$ cat src/rtl/calc_input_ctrl.sv
// calc_input_ctrl: calculator key-entry controller (operand accumulate, operator, equals, clear).
// Define CALC_KEY_EDGE_EN to synchronize and edge-detect level keys; otherwise keys are single-cycle strobes.
module calc_input_ctrl #(
  parameter int BITS = 8
) (
  input  logic            clk,
  input  logic            reset,
  input  logic            key_digit,
  input  logic [3:0]      digit,
  input  logic            key_op,
  input  logic [1:0]      op_code,
  input  logic            key_eq,
  input  logic            key_clr,
  output logic [BITS-1:0] d,
  output logic            load_a,
  output logic            load_b,
  output logic            load_op,
  output logic [1:0]      op,
  output logic            go,
  output logic            clr_o,
  output logic [BITS-1:0] disp,
  output logic            ovf,
  output logic [1:0]      state
);
  typedef enum logic [1:0] {S_A = 2'd0, S_B = 2'd1, S_RES = 2'd2} state_t;
  state_t          r_state, w_nstate;
  logic [BITS-1:0] r_acc, w_nacc, r_d, w_nd;
  logic [1:0]      r_op, w_nop;
  logic            r_ovf, w_novf;
  logic            r_la, r_lb, r_lo, r_go, r_clr;
  logic            w_nla, w_nlb, w_nlo, w_ngo, w_nclr;
  logic            w_kd, w_ko, w_ke, w_kc;
  logic [BITS+3:0] w_mul;
  logic            w_big, w_dig_ok;
`ifdef CALC_KEY_EDGE_EN
  logic [3:0] r_s1, r_s2, r_s3;
  always_ff @(posedge clk or negedge reset)
    if (!reset) begin
      r_s1 <= '0;
      r_s2 <= '0;
      r_s3 <= '0;
    end else begin
      r_s1 <= {key_clr, key_eq, key_op, key_digit};
      r_s2 <= r_s1;
      r_s3 <= r_s2;
    end
  assign {w_kc, w_ke, w_ko, w_kd} = r_s2 & ~r_s3;
`else
  assign {w_kc, w_ke, w_ko, w_kd} = {key_clr, key_eq, key_op, key_digit};
`endif
  // Wide product so overflow is detected instead of wrapping
  assign w_mul    = {4'b0, r_acc} * (BITS+4)'(10) + {{BITS{1'b0}}, digit};
  assign w_big    = |w_mul[BITS+3:BITS];
  assign w_dig_ok = w_kd && (digit <= 4'd9);
  always_comb begin
    w_nstate = r_state;
    w_nacc   = r_acc;
    w_nd     = r_d;
    w_nop    = r_op;
    w_novf   = r_ovf;
    w_nla    = 1'b0;
    w_nlb    = 1'b0;
    w_nlo    = 1'b0;
    w_ngo    = 1'b0;
    w_nclr   = 1'b0;
    if (w_kc) begin
      w_nacc   = '0;
      w_nd     = '0;
      w_nop    = '0;
      w_novf   = 1'b0;
      w_nclr   = 1'b1;
      w_nstate = S_A;
    end else begin
      case (r_state)
        S_A:
          if (!w_ke && w_ko) begin
            w_nd     = r_acc;
            w_nla    = 1'b1;
            w_nop    = op_code;
            w_nlo    = 1'b1;
            w_nacc   = '0;
            w_novf   = 1'b0;
            w_nstate = S_B;
          end else if (!w_ke && w_dig_ok) begin
            w_nacc = w_big ? r_acc : w_mul[BITS-1:0];
            w_novf = r_ovf | w_big;
          end
        S_B:
          if (w_ke) begin
            w_nd     = r_acc;
            w_nlb    = 1'b1;
            w_ngo    = 1'b1;
            w_nacc   = '0;
            w_nstate = S_RES;
          end else if (w_ko) begin
            w_nop = op_code;
            w_nlo = 1'b1;
          end else if (w_dig_ok) begin
            w_nacc = w_big ? r_acc : w_mul[BITS-1:0];
            w_novf = r_ovf | w_big;
          end
        S_RES:
          if (!w_ke && w_ko) begin
            w_nop    = op_code;
            w_nlo    = 1'b1;
            w_nstate = S_B;
          end else if (!w_ke && w_dig_ok) begin
            w_nacc   = {{(BITS-4){1'b0}}, digit};
            w_novf   = 1'b0;
            w_nstate = S_A;
          end
        default: w_nstate = S_A;
      endcase
    end
  end
  always_ff @(posedge clk or negedge reset)
    if (!reset) begin
      r_state <= S_A;
      r_acc   <= '0;
      r_d     <= '0;
      r_op    <= '0;
      r_ovf   <= 1'b0;
      r_la    <= 1'b0;
      r_lb    <= 1'b0;
      r_lo    <= 1'b0;
      r_go    <= 1'b0;
      r_clr   <= 1'b0;
    end else begin
      r_state <= w_nstate;
      r_acc   <= w_nacc;
      r_d     <= w_nd;
      r_op    <= w_nop;
      r_ovf   <= w_novf;
      r_la    <= w_nla;
      r_lb    <= w_nlb;
      r_lo    <= w_nlo;
      r_go    <= w_ngo;
      r_clr   <= w_nclr;
    end
  assign d       = r_d;
  assign load_a  = r_la;
  assign load_b  = r_lb;
  assign load_op = r_lo;
  assign op      = r_op;
  assign go      = r_go;
  assign clr_o   = r_clr;
  assign disp    = r_acc;
  assign ovf     = r_ovf;
  assign state   = r_state;
endmodule
$ cat config.mk
export PLATFORM = sky130hd
export DESIGN_NAME = calc_input_ctrl
export DESIGN_NICKNAME = d
export VERILOG_FILES = /design/src/rtl/calc_input_ctrl.sv
export SDC_FILE = /design/constraint.sdc
export NUM_CORES = 1
export LEC_CHECK = 0
export ABC_AREA = 1
export CAP_MARGIN = 20
export CORE_UTILIZATION = 50
export DETAILED_ROUTE_END_ITERATION = 10
export GPL_TIMING_DRIVEN = 0
export PLACE_DENSITY = 0.77
export SETUP_SLACK_MARGIN = 0.4
export SYNTH_ARGS = -nofsm -noshare
export SYNTH_HDL_FRONTEND = slang
export SYNTH_SLANG_ARGS = --single-unit
$ cat constraint.sdc
create_clock -name clk -period 3.8 [get_ports clk]
set_clock_uncertainty 0.2 [all_clocks]
set_input_delay 1.14 -clock clk [delete_from_list [all_inputs] [get_ports clk]]
set_output_delay 1.14 -clock clk [all_outputs]
set_load 0.03 [all_outputs]
### Word level (Yosys, flattened, before mapping)

Index checks and enable logic that the tools add are counted.

* add/sub/neg operators: 1
* $mul: 1
* order comparisons: 1
* equality and inequality tests: 15
* mux-type cells: 45
* bitwise gates (word level): 1
* reductions and logical operators: 15

Operators with widths (count)
* two-way mux 8 bit: 12
* inequality test 3 bit, second input constant: 8
* case mux 8 bit (3 select lines): 1
* two-way mux 1 bit: 18
* two-way mux 2 bit: 9
* inequality test 4 bit, second input constant: 4
* case mux 8 bit (2 select lines): 1
* adder 12 x 4 -> 12 bit: 1
* multiplier 8 x 3 -> 11 bit, second input constant: 1
* AND reduction 7 bit: 1
* case mux 2 bit (3 select lines): 1
* AND reduction 3 bit: 2
* AND reduction 6 bit: 1
* nonzero test 3 bit: 2
* less-or-equal comparator 4 bit, second input constant: 1
* case mux 2 bit (2 select lines): 1
* AND reduction 4 bit: 1
* nonzero test 4 bit: 1
* OR reduction 4 bit: 1
* logical AND 1 bit: 3
* inequality test 3 x 1 -> 1 bit, second input constant: 1
* case mux 1 bit (3 select lines): 1
* equality test 2 x 1 -> 1 bit, second input constant: 1
* equality test 2 bit, second input constant: 1
* other kinds (5): 5

* register bits after elaboration: 25
* bits of input ports: 12
* word-level logic and storage cells: 88

### Logic depth before layout (Yosys ltp)

* word-level depth: 9
* gate-level depth with buffers: 16
* mapped depth without buffers: 16

### Worst setup path after synthesis

Ideal clock, no wire load.

* path kind: input -> register
* start point: input digit[1]
* end point: register r_acc[6] (netlist: disp[6])
* library setup time: 120 ps
* arrival: 2499 ps
* data required time: 3480 ps
* path slack: 981 ps
* stages on the path: 12
* buffers on the path: 0
* cell sequence: ha_1 fa_1 nand2_1 nand2_1 nand2_1 nand3_1 nand3_2 nand3_4 inv_4 nand3_1 nand2_1 nor2_1

* word-level cells in the longest chain between the ends: 8
* elaborated cells on any way between the ends: 17

Ends and longest elaborated chain
* start, declared: line 9 `input logic [3:0] digit,`
* adder 12 x 4 -> 12 bit: line 52 `assign w_mul = {4'b0, r_acc} * (BITS+4)'(10) + {{BITS{1'b0}}, digit};`
* OR reduction 4 bit: line 53 `assign w_big = |w_mul[BITS+3:BITS];`
* two-way mux 8 bit: line 85, 99
* two-way mux 8 bit: line 98 `end else if (w_dig_ok) begin`
* two-way mux 8 bit: line 95 `end else if (w_ko) begin`
* two-way mux 8 bit: line 89 `if (w_ke) begin`
* case mux 8 bit (3 select lines): line 74 `case (r_state)`
* two-way mux 8 bit: line 66 `if (w_kc) begin`
* end signal, assigned: line 130 `r_acc <= w_nacc;`
* end, declared: line 27 `logic [BITS-1:0] r_acc, w_nacc, r_d, w_nd;`

Parallel ways exist; a longest one is shown, timed or not. The select of a mux whose other input is x is not followed.
A chain may end at the register's enable or synchronous reset.

### Final worst setup path

* start point: input digit[1]
* end point: register r_acc[1] (netlist: disp[1])

The elaborated chain is that of the path after synthesis.

==> results_dict.tcl <==
set metrics [dict create \
    outcome "finished, final reports clean" \
    ys_types 34 \
    synth_ff_type "dfrtp_1" \
    tightest_slew_ps 444 \
    placed_area_um2 2380 \
    power.leakage_nw 1.23 \
    min_to "op[0]" \
    crit_path_frequent_cell "nand2_1" \
    hold_start "op[0]" \
    rows 22 \
    drt-total-wl_um 3990 \
    critPathSlowestCell "clkdlybuf4s50_1" \
    drt_pass1_iterations 4 \
    critPathKind "in -> reg" \
    crit_family "simple AND/OR/NAND/NOR gates" \
    whs_path_depth 2 \
    wl_per_cell_um 11.4 \
    place_ws_ps 316 \
    ioPinCount 38 \
    cts_tree "built" \
    synth_edf_count 0 \
    post_cts_buffers 0 \
    core_um2 3720 \
    p_comb_share_pct 68.2 \
    insertion_delay_ps 260 \
    finalCritPeriodShare_pct 84.7 \
    grt_overflow 0 \
    final_cell_mix "nand2_1 (65), clkdlybuf4s50_1 (37), inv_1 (35), nand3_1 (28), dfrtp_1 (25)" \
    drc_errors 0 \
    critPathLaunchType "input port" \
    switching_share_pct 50.3 \
    clock_power_share_pct 8.4 \
    dp_hpwl_um 3160 \
    period_needed_ps 3220 \
    die_w_um 64.5 \
    tritoncts.num_buffers 3 \
    via_per_inst 5.03 \
    fp.dieArea_um2 4160 \
    ys_ff_latch 25 \
    fmax_mhz 311 \
    finish.utilization_pct 65.9 \
    synthArstFlopShare_pct 100 \
    netSwitchingPower_uw 924 \
    p_int_uw 912 \
    antenna_found_initial 0 \
    antennaDiodeCount 0 \
    synth_area_um2 1950 \
    grt_pass1_wl_um 6880 \
    r2r-start "disp[1]" \
    vdd_drop_max_v 0.000419 \
    fin_ws_ps 581 \
    critPathMaxStageDelay_ps 460 \
    crit_fanout 6 \
    dieHeight_um 64.5 \
    root_buffer "clkbuf_8" \
    hold_viol_final 0 \
    grt_start_max_net_pins 26 \
    pwr-share-seq_pct 23.4 \
    drive_above_1_share_pct 9.97 \
    r2r-end "disp[1]" \
    ctsHoldBuffers 0 \
    path_buf_inv 1 \
    nets 336 \
    clockBufferDepth 2 \
    cts.htree.levels 1 \
    syn_nets 293 \
    cp_cell_sequence "clkdlybuf4s50_1 > ha_1 > fa_1 > nand2_1 > nand2_1 > nand2_1 > nand3_1 > nand3_2 > nand3_4 > nand2_1 > nand3_1 > nand2_1 > nand2_1 > nand2_1" \
    cp.arrival_ps 3220 \
    io_buffers 37 \
    p_per_area_nw_per_um2 750 \
    yosysSeqAreaShare_pct 32.0 \
    layout.cells.most_common "nand2_1" \
    rr_worst_depth 14 \
    cts.sinks 25 \
    cts_resized 0 \
    vias 1755 \
    setup_viol_count_final 0 \
    min_path_type "reg -> reg" \
    syn_inst 259 \
    rsz0062_at_grt "false" \
    tns_ps 0 \
    grt_pass1_vias 1576 \
    final.fill_count 355 \
    clk_pin_slew_worst_paths_ps 80 \
    initial_core_util_pct 52.6 \
    drt_iter0_drc 86 \
    maxCapViolations 0 \
    fin_area_um2 2450 \
    yosysWarnings 0 \
    area_delta_synth_final_pct 25.3 \
    place_congestion 0.884 \
    syn_avg_cell_area_um2 7.55 \
    track_usage_pct 20.8 \
    maxSlewViolCount 0 \
    worst_setup_path_end_kind "flip-flop" \
    maxSlewHeadroom_pct 70.1 \
    rrSetupSlack_ps 850 \
    ant_nets 0 \
    required_ps 3810 \
]
[final cells by class]
class,count,area (um2),share of cell area (%)
Tap cell,48,60.1,2.45
Sequential cell,25,626,25.5
Inverter,41,156,6.39
Timing Repair Buffer,38,385,15.7
Clock buffer,3,41.3,1.69
Multi-Input combinational cell,187,1130,46.3
Buffer,6,38.8,1.58
Clock inverter,1,7.51,0.307
[synth_stat cells, types with 2 or more instances]
cell type / count / share of area (%)
a21oi_1: 8 / 2.0
a31o_2: 2 / 0.90
buf_4: 2 / 0.77
clkbuf_1: 2 / 0.38
dfrtp_1: 25 / 32
fa_1: 2 / 2.0
ha_1: 20 / 13
inv_1: 35 / 6.7
inv_2: 4 / 0.77
nand2_1: 65 / 12
nand2_2: 3 / 0.96
nand3_1: 28 / 7.2
nand3_2: 4 / 2.0
nand4_1: 4 / 1.3
nor2_1: 18 / 3.5
nor2_4: 2 / 1.2
o21ai_0: 13 / 3.3
o21ai_1: 2 / 0.51
xnor2_1: 5 / 2.2
[routing by layer]
layer / track usage, % / wire [um]
met1: 28.6 / 1940
met2: 34.6 / 1940
met3: 3.52 / 94
met4: 3.61 / 11
met5: 0 / 0
[kinds of logic after synthesis]
kind of cell,share of synthesized area (%)
xor gates and xnor gates,2.69
AOI/OAI and AO/OA,9.03
buffers and inverters,9.99
adders and majority gates,14.9
DFF,32.0
and+or+nand+nor,31.4
[tightest hold or removal path, delay by kind of cell (launching register included)]
family           cells  cell delay, ps
AO/OA/AOI/OAI        1              60
flip-flops           1             360
AND/OR/NAND/NOR      1              50
[worst max path at each step]
stage                         from      end  slack, ps  cells past startpoint
after global placement    digit[1]  disp[4]        340                     13
final                     digit[1]  disp[1]        580                     14
after floorplan           digit[1]  disp[6]        980                     12
after global routing      digit[1]  disp[1]        420                     14
after CTS                 digit[1]  disp[1]        600                     14
after detailed placement  digit[1]  disp[6]        320                     13
[flip-flops by register name (all words and copies together) (netlist names)]
signal   flops
clr_o        1
d            8
disp         8
go           1
load_a       1
load_op      1
op           2
ovf          1
state        2
[per-stage QoR]
step                hold WS, ps  total power [mW]  std cells
global placement            273              1.66        344
detailed placement          285              1.68        344
floorplan                   455              1.34        259
finish                      304              1.84        349
CTS                         308              1.84        348
global route                323              2.01        349
[power groups by stage]
stage / sequential (mW) / clock, mW / combinational, mW
global route: 0.443 / 0.170 / 1.40
finish: 0.429 / 0.155 / 1.25
floorplan: 0.554 / 0 / 0.787
CTS: 0.432 / 0.159 / 1.25
global placement: 0.436 / 0 / 1.23
detailed placement: 0.436 / 0 / 1.24
Note: power is estimated with default switching activity, not from simulation.
